### src/rtl/pushbutton_conditioner.sv
// Purpose : per-player pushbutton front end; 2-flop sync, debounce, press and long-press pulse generation.
// Latency : level and press pulse rise DEBOUNCE_MS+2 edges after the first high sample; long pulse LONGPRESS_MS edges later.
// Backpres: none; free-running 1 kHz pipeline, pulses are single-cycle and must be consumed on arrival.
//
// Ports:
//   clk_1khz_i     1 kHz clock, all state updates on its rising edge
//   rst_i          synchronous active-high reset, clears every register
//   pushbutton_i   raw asynchronous button input, active high
//   btn_level_o    debounced button level
//   press_pulse_o  one-cycle pulse per debounced press (plus auto-repeats when enabled)
//   long_press_o   one-cycle pulse once the press has been held LONGPRESS_MS cycles
//
// Build option: define BTN_AUTOREPEAT_EN to emit a press_pulse_o every REPEAT_MS
// cycles after a long press while the button stays held. Without it REPEAT_MS is unused.

module pushbutton_conditioner #(
    parameter int DEBOUNCE_MS  = 4,
    parameter int LONGPRESS_MS = 1000,
    parameter int REPEAT_MS    = 200
) (
    input  logic clk_1khz_i,
    input  logic rst_i,
    input  logic pushbutton_i,
    output logic btn_level_o,
    output logic press_pulse_o,
    output logic long_press_o
);

    localparam int DB_W   = (DEBOUNCE_MS  > 1) ? $clog2(DEBOUNCE_MS + 1)  : 1;
    localparam int HOLD_W = (LONGPRESS_MS > 1) ? $clog2(LONGPRESS_MS + 1) : 1;

    localparam logic [DB_W-1:0]   DB_LAST   = DB_W'(DEBOUNCE_MS - 1);
    localparam logic [HOLD_W-1:0] HOLD_MAX  = HOLD_W'(LONGPRESS_MS);
    localparam logic [HOLD_W-1:0] HOLD_LAST = HOLD_W'(LONGPRESS_MS - 1);

    typedef enum logic [1:0] {
        IDLE = 2'd0,
        HELD = 2'd1,
        LONG = 2'd2
    } state_t;

    // ------------------------------------------------------------------
    // Synchroniser and debouncer
    // ------------------------------------------------------------------
    logic            s1;
    logic            s2;
    logic [DB_W-1:0] db_cnt;
    logic            level;
    logic            db_done;
    logic            level_rise;
    logic            level_fall;

    // The DEBOUNCE_MS-th consecutive disagreeing sample flips the level in
    // the same edge, so the FSM sees the flip as a combinational event.
    assign db_done    = (s2 != level) && (db_cnt == DB_LAST);
    assign level_rise = db_done && !level;
    assign level_fall = db_done &&  level;

    always_ff @(posedge clk_1khz_i) begin
        if (rst_i) begin
            s1     <= 1'b0;
            s2     <= 1'b0;
            db_cnt <= '0;
            level  <= 1'b0;
        end else begin
            s1 <= pushbutton_i;
            s2 <= s1;
            if (s2 == level) begin
                db_cnt <= '0;
            end else if (db_done) begin
                db_cnt <= '0;
                level  <= ~level;
            end else begin
                db_cnt <= db_cnt + 1'b1;
            end
        end
    end

    // ------------------------------------------------------------------
    // Press / long-press FSM
    // ------------------------------------------------------------------
    state_t            state_q;
    state_t            state_d;
    logic [HOLD_W-1:0] hold_cnt;
    logic [HOLD_W-1:0] hold_d;
    logic              press_q;
    logic              press_d;
    logic              long_q;
    logic              long_d;

`ifdef BTN_AUTOREPEAT_EN
    localparam int REP_W = (REPEAT_MS > 1) ? $clog2(REPEAT_MS + 1) : 1;
    localparam logic [REP_W-1:0] REP_MAX = REP_W'(REPEAT_MS);

    logic [REP_W-1:0] rep_cnt;
    logic [REP_W-1:0] rep_d;
`endif

    always_comb begin
        state_d = state_q;
        hold_d  = hold_cnt;
        press_d = 1'b0;
        long_d  = 1'b0;
`ifdef BTN_AUTOREPEAT_EN
        rep_d   = rep_cnt;
`endif
        case (state_q)
            IDLE: begin
                if (level_rise) begin
                    state_d = HELD;
                    hold_d  = '0;
                    press_d = 1'b1;
                end
            end
            HELD: begin
                if (level_fall) begin
                    // Release wins over a long press due in the same cycle.
                    state_d = IDLE;
                    hold_d  = '0;
                end else begin
                    hold_d = hold_cnt + 1'b1;
                    if (hold_cnt == HOLD_LAST) begin
                        long_d  = 1'b1;
                        state_d = LONG;
                    end
                end
            end
            LONG: begin
                if (level_fall) begin
                    state_d = IDLE;
                    hold_d  = '0;
`ifdef BTN_AUTOREPEAT_EN
                    rep_d   = '0;
`endif
                end else begin
                    // Saturate so the counter never wraps on very long holds.
                    if (hold_cnt != HOLD_MAX) begin
                        hold_d = hold_cnt + 1'b1;
                    end
`ifdef BTN_AUTOREPEAT_EN
                    // rep_cnt cycles 1..REPEAT_MS; each arrival at REPEAT_MS repeats the press.
                    rep_d = (rep_cnt == REP_MAX) ? REP_W'(1) : rep_cnt + 1'b1;
                    if (rep_d == REP_MAX) begin
                        press_d = 1'b1;
                    end
`endif
                end
            end
            default: begin
                state_d = IDLE;
                hold_d  = '0;
`ifdef BTN_AUTOREPEAT_EN
                rep_d   = '0;
`endif
            end
        endcase
    end

    always_ff @(posedge clk_1khz_i) begin
        if (rst_i) begin
            state_q  <= IDLE;
            hold_cnt <= '0;
            press_q  <= 1'b0;
            long_q   <= 1'b0;
`ifdef BTN_AUTOREPEAT_EN
            rep_cnt  <= '0;
`endif
        end else begin
            state_q  <= state_d;
            hold_cnt <= hold_d;
            press_q  <= press_d;
            long_q   <= long_d;
`ifdef BTN_AUTOREPEAT_EN
            rep_cnt  <= rep_d;
`endif
        end
    end

    assign btn_level_o   = level;
    assign press_pulse_o = press_q;
    assign long_press_o  = long_q;

endmodule

### config.mk
export PLATFORM = sky130hd
export DESIGN_NAME = pushbutton_conditioner
export DESIGN_NICKNAME = d
export VERILOG_FILES = /design/src/rtl/pushbutton_conditioner.sv
export SDC_FILE = /design/constraint.sdc
export NUM_CORES = 1
export LEC_CHECK = 0
export ABC_AREA = 1
export CAP_MARGIN = 20
export CORE_UTILIZATION = 61
export CTS_CLUSTER_SIZE = 25
export DETAILED_ROUTE_END_ITERATION = 16
export PLACE_DENSITY = 0.87
export SKIP_LAST_GASP = 1
export SLEW_MARGIN = 10
export SYNTH_ARGS = -nofsm -noshare
export SYNTH_HDL_FRONTEND = slang
export SYNTH_SLANG_ARGS = --single-unit
### constraint.sdc
create_clock -name clk_1khz_i -period 3.2 [get_ports clk_1khz_i]
set_clock_uncertainty 0.15 [all_clocks]
set_input_delay 0.32 -clock clk_1khz_i [delete_from_list [all_inputs] [get_ports clk_1khz_i]]
set_output_delay 0.32 -clock clk_1khz_i [all_outputs]
set_load 0.03 [all_outputs]
==> key figures, run 1 <==
Min path
  – Hold Path End: s2$_SDFF_PP0_
  – Tightest Hold Check Type: register to register
  – Hold Crit Start: s1$_SDFF_PP0_
  – Hold depth: 2

Detailed routing
  – Routed WL per cell: 10.6 um
  – Drt drc: 0
  – Via count: 915
  – Pre-antenna DRT Iters: 4
  – Antenna Violating Nets Remaining: 0
  – DRT Wirelength: 1790 um
  – DRT iter0 DRCs: 24
  – Via density: 5.41

GRT
  – Grt total ovfl: 0
  – Vias in the first global route: 776
  – Total GRT Usage: 22.0%
  – Largest net degree at the start of global routing: 17
  – First-pass GRT wire length: 3090 um
  – Number of antenna violations at the first check in global routing: 0

Logic synthesis
  – Yosys top cell area share: 37.2%
  – EDFF count, synth: 0
  – Net Count, Synth: 157
  – Most instantiated cells after synthesis: nand2_1, nor2_1, dfxtp_1, inv_1, a21oi_1
  – Syn Inst Count: 147
  – Synthesized area per cell: 7.32 um2
  – Warnings from Yosys: 0
  – Synthesized cell area: 1080 um2
  – Sequential-to-total area share from yosys stat: 37.2%
  – Number of synthesized register bits: 20
  – Synth area leader: dfxtp_1
  – Synth area leaders: dfxtp_1, nand2_1, nor2_1
  – Count leader, synth: nand2_1
  – Post-synth ARST share: 0%
  – Most used DFF post-synth: dfxtp_1
  – Synth unique cells: 21

Timing
  – Achievable Freq: 507 MHz
  – Final hold violation count: 0
  – Slew at the pin closest to its max-slew limit: 319 ps
  – Worst slew margin: 78.7%
  – Unrepaired setup endpoints after global routing: false
  – Final Max Slew Viols: 0
  – Total negative slack: 0 ps
  – Min Tclk post-route: 1970 ps
  – Period utilisation layout: 61.7%
  – # setup viols final: 0
  – Hold WS: 268 ps

Floorplanning
  – Core Area: 1580 um2
  – Full die area: 1940 um2
  – Die Ht: 44 um
  – Num ports: 6
  – Initial Util: 68.3%
  – Die Wd: 44 um
  – Placement row count: 14

Critical path
  – CP delay by family, top: buffers and inverters
  – Data required, critical path: 2730 ps
  – Reg2Reg Depth: 9
  – Setup Crit Path Kind: register to output port
  – Largest stage delay, worst path: 730 ps
  – Critical path startpoint category: register
  – Flop2flop setup slack: 1360 ps
  – Max Fanout on Critical Path: 5
  – Worst path slowest cell: clkdlybuf4s50_1
  – CP bufs+invs: 1
  – Worst r2r src: db_cnt[0]$_SDFF_PP0_
  – Worst setup EP type: output port
  – Reg-to-Reg End: hold_cnt[4]$_SDFFE_PP0P_
  – CP Cell Sequence: clkdlybuf4s50_1
  – WP data arrival: 1500 ps

Place
  – GP Congestion: 0.875
  – I/O Buffers: 5
  – Dpl hpwl: 1400 um

Power and ir drop
  – Pwr Density: 641 nW/um2
  – Worst VDD drop: 450 uV
  – Pwr Total: 0.753 mW
  – Total leakage power: 0.522 nW

Status
  – Status: finished clean

CTS
  – CTS max path bufs: 2
  – Worst-path clk slew: 110 ps
  – Postcts setup bufs: 0
  – TritonCTS clock tree: built
  – Clk sinks: 20
  – CTS root buffer: clkbuf_4
  – Clock Latency Late Sink: 300 ps
  – Htree depth: 1
  – TritonCTS Buffers: 3
  – Post-CTS Hold Fix Bufs: 0
  – # resized after CTS: 0

Layout
  – ANT cells: 0
  – NumNets Final: 164
  – Fillcell total: 125
  – Layout Utilization: 74.5%
  – P&R area growth vs syn: 9.19%
  – Share of cells above drive strength 1: 13.1%

Flow run
  – MaxCap Viol Count: 0
## flip-flops by register name, summed over array words and instances, names as in the netlist
signal	flops
press_pulse_o	1
long_press_o	1
btn_level_o	1
s2	1
s1	1
db_cnt	3
state_q	2
hold_cnt	10
## worst reg2reg max path, cell delays in order (launching register included)
cell and delay, ps:
dfxtp_1 350, ha_1 150, ha_1 270, nand3_2 130
nand2_2 110, nand2_2 80, nand2_4 160, inv_1 130
o21ai_0 160, nor2_1 50
## how the worst max path moves through the flow
stage                                  start                       end  slack [ps]  depth (start not counted)
global route        btn_level_o$_SDFFE_PP0P_               btn_level_o        1150                          1
global placement        db_cnt[0]$_SDFF_PP0_  hold_cnt[4]$_SDFFE_PP0P_        1470                          9
floorplan               db_cnt[0]$_SDFF_PP0_  hold_cnt[0]$_SDFFE_PP0P_        1600                          9
CTS                 btn_level_o$_SDFFE_PP0P_               btn_level_o        1210                          1
detailed placement      db_cnt[0]$_SDFF_PP0_  hold_cnt[2]$_SDFFE_PP0P_        1380                          9
finish              btn_level_o$_SDFFE_PP0P_               btn_level_o        1230                          1
## metrics by stage
stage	worst slack, ps	area [um2]	std cells
after floorplan	1600	1080	147
after global placement	1470	1120	165
after detailed placement	1380	1120	165
after CTS	1210	1170	169
after global routing	1150	1170	169
final	1230	1170	169
## power breakdown
group	total (mW)	switching, mW	internal (mW)	leakage [nW]
Combinational	0.280	0.192	0.0872	0.332
Sequential	0.272	0.00972	0.263	0.162
Clock	0.201	0.0745	0.127	0.0279
## placed cells by master, fill, tap and decap left out
master | synthesis | routed
nand2_1 | 26 | 26
nor2_1 | 25 | 25
inv_1 | 20 | 20
dfxtp_1 | 20 | 20
a21oi_1 | 14 | 14
o21ai_0 | 7 | 7
ha_1 | 7 | 7
nand2_2 | 5 | 5
nand3_1 | 5 | 5
clkdlybuf4s50_1 | 0 | 5
nand3_2 | 4 | 4
nor3_1 | 3 | 3
clkbuf_4 | 0 | 3
nand2_4 | 2 | 2
nand3b_4 | 1 | 1
nor2_2 | 1 | 1
inv_2 | 1 | 1
xor2_1 | 1 | 1
nand3b_2 | 1 | 1
a21oi_2 | 1 | 1
bufinv_16 | 0 | 1
## cell type report
class / instances / area (um2) / area share (%)
clock buffers: 3 / 22.5 / 1.92
clock inverters: 1 / 30.0 / 2.56
inverters: 21 / 78.8 / 6.71
multi-input cells: 103 / 573 / 48.8
flip-flops and latches: 20 / 400 / 34.1
well taps: 16 / 20.0 / 1.70
repair buffers: 5 / 50.0 / 4.26
## kinds of logic after synthesis
| kind of cell | synth area share (%) |
|---|---|
| AOI/OAI and AO/OA | 10.6 |
| xor gates and xnor gates | 0.814 |
| adders and majority gates | 8.14 |
| buffers and inverters | 9.53 |
| DFF | 37.2 |
| and+or+nand+nor | 33.7 |
## routing by layer
| layer | global-route usage (%) | up-vias | share of wire (%) |
|---|---|---|---|
| li1 | - | 473 | - |
| met1 | 26.0 | 411 | 45 |
| met2 | 35.0 | 29 | 47 |
| met3 | 9.58 | 2 | 7.2 |
| met4 | 8.48 | 0 | 0.78 |
| met5 | 0 | - | 0 |
(Power assumes the default switching activity.)
==> run 2, diff against run 1 <==
CORE_UTILIZATION = 57   (was 61)
PLACE_DENSITY = 0.83   (was 0.87)
clock period = 1.86 ns   (was 3.2 ns; I/O delays follow)
==> key figures, run 2 (synthesis gave the netlist of run 1 again) <==
Detailed routing
  – Drt drc: 0
  – Via count: 879
  – DRT Wirelength: 1820 um
  – DRT iter0 DRCs: 16
  – Pre-antenna DRT Iters: 4
  – Antenna Violating Nets Remaining: 0
  – Routed WL per cell: 10.2 um
  – Via density: 4.94

Floorplanning
  – Full die area: 2070 um2
  – Num ports: 6
  – Placement row count: 15
  – Initial Util: 61.6%
  – Die Wd: 45.5 um
  – Die Ht: 45.5 um
  – Core Area: 1750 um2

Critical path
  – CP delay by family, top: simple AND/OR/NAND/NOR gates
  – Max Fanout on Critical Path: 16
  – Setup Crit Path Kind: register to register
  – WP data arrival: 1750 ps
  – CP bufs+invs: 1
  – Most frequent CP cell: nand2_2
  – Worst path slowest cell: dfxtp_1
  – Data required, critical path: 1910 ps
  – Worst setup EP type: register
  – CP Cell Sequence: ha_1 > ha_4 > nand3_2 > nand2_2 > nand2_2 > nand2_8 > inv_1 > o21ai_0 > nor2_1
  – Critical path startpoint category: register
  – Largest stage delay, worst path: 350 ps

Timing
  – Hold WS: 248 ps
  – Final hold violation count: 0
  – Slew at the pin closest to its max-slew limit: 314 ps
  – Worst slew margin: 79.0%
  – Total negative slack: 0 ps
  – Period utilisation layout: 91.4%
  – # setup viols final: 0
  – Final Max Slew Viols: 0
  – Achievable Freq: 588 MHz
  – Min Tclk post-route: 1700 ps
  – Unrepaired setup endpoints after global routing: false

GRT
  – Grt total ovfl: 0
  – Vias in the first global route: 739
  – Largest net degree at the start of global routing: 17
  – Total GRT Usage: 20.1%
  – Number of antenna violations at the first check in global routing: 0
  – First-pass GRT wire length: 2940 um

CTS
  – Clock Latency Late Sink: 290 ps
  – Clk sinks: 20
  – Post-CTS Hold Fix Bufs: 0
  – Worst-path clk slew: 100 ps
  – Htree depth: 1
  – TritonCTS clock tree: built
  – CTS max path bufs: 2
  – CTS root buffer: clkbuf_4
  – Postcts setup bufs: 0
  – TritonCTS Buffers: 3

Place
  – GP Congestion: 0.872
  – I/O Buffers: 5
  – Dpl hpwl: 1310 um

Power and ir drop
  – Worst VDD drop: 736 uV
  – Total leakage power: 0.533 nW
  – Pwr Density: 992 nW/um2

Layout
  – ANT cells: 0
  – Layout Utilization: 68.0%
  – P&R area growth vs syn: 10.3%
  – Fillcell total: 152
  – Max reg flops: 10
  – Most frequent cells in the layout: nand2_1, nor2_1, inv_1, dfxtp_1, a21oi_1
  – Top flop regs: hold_cnt x10, db_cnt x3, state_q x2
  – Share of cells above drive strength 1: 13.7%
  – Most common cell after layout, fill and taps aside: nand2_1
  – Largest reg by FF count: hold_cnt
  – NumNets Final: 165

Min path
  – Tightest Hold Check Type: input port to register

Status
  – Status: finished clean

Flow run
  – MaxCap Viol Count: 0
## run 2: per-stage QoR
step	instances	setup slack, ps	area, um2	power [mW]
finish	178	160	1190	1.18
global placement	175	129	1140	0.944
floorplan	147	257	1080	0.928
detailed placement	175	67.0	1140	0.952
global route	178	29.1	1190	1.26
CTS	178	20.3	1160	1.15
## run 2: layout make-up
type,count,area [um2],area share [%]
inverters,21,78.8,6.64
clock buffers,3,22.5,1.90
repair buffers,6,60.1,5.06
multi-input cells,103,594,50.1
flip-flops and latches,20,400,33.7
well taps,25,31.3,2.63
## run 2: tightest hold or removal path, stage by stage
cell	delay [ps]
clkdlybuf4s50_1	400
inv_1	50
nor2_1	30
## run 2: timing repair
action,4_1_cts,5_1_grt
gates resized for setup,0,4
endpoints found under the setup margin,0,8
endpoints found under the hold margin,0,0
## run 2: power breakdown
part / switching (mW) / internal, mW
registers: 0.0158 / 0.452
logic: 0.347 / 0.164
clock network: 0.124 / 0.0754
## run 2: path summary, 6_finish.rpt
check,from,to,slack [ps],depth (start not counted)
worst min register to register,s1$_SDFF_PP0_,s2$_SDFF_PP0_,260,2
worst min-delay path,pushbutton_i,s1$_SDFF_PP0_,250,3
worst max-delay path,db_cnt[0]$_SDFF_PP0_,hold_cnt[2]$_SDFFE_PP0P_,160,9
worst max register to register,db_cnt[0]$_SDFF_PP0_,hold_cnt[2]$_SDFFE_PP0P_,160,9
## run 2: routing by layer
metal / track usage [%] / up-vias / wire, um
li1: - / 475 / -
met1: 26.2 / 391 / 910
met2: 31.4 / 9 / 842
met3: 3.57 / 4 / 33
met4: 10.9 / 0 / 36
met5: 0 / - / 0
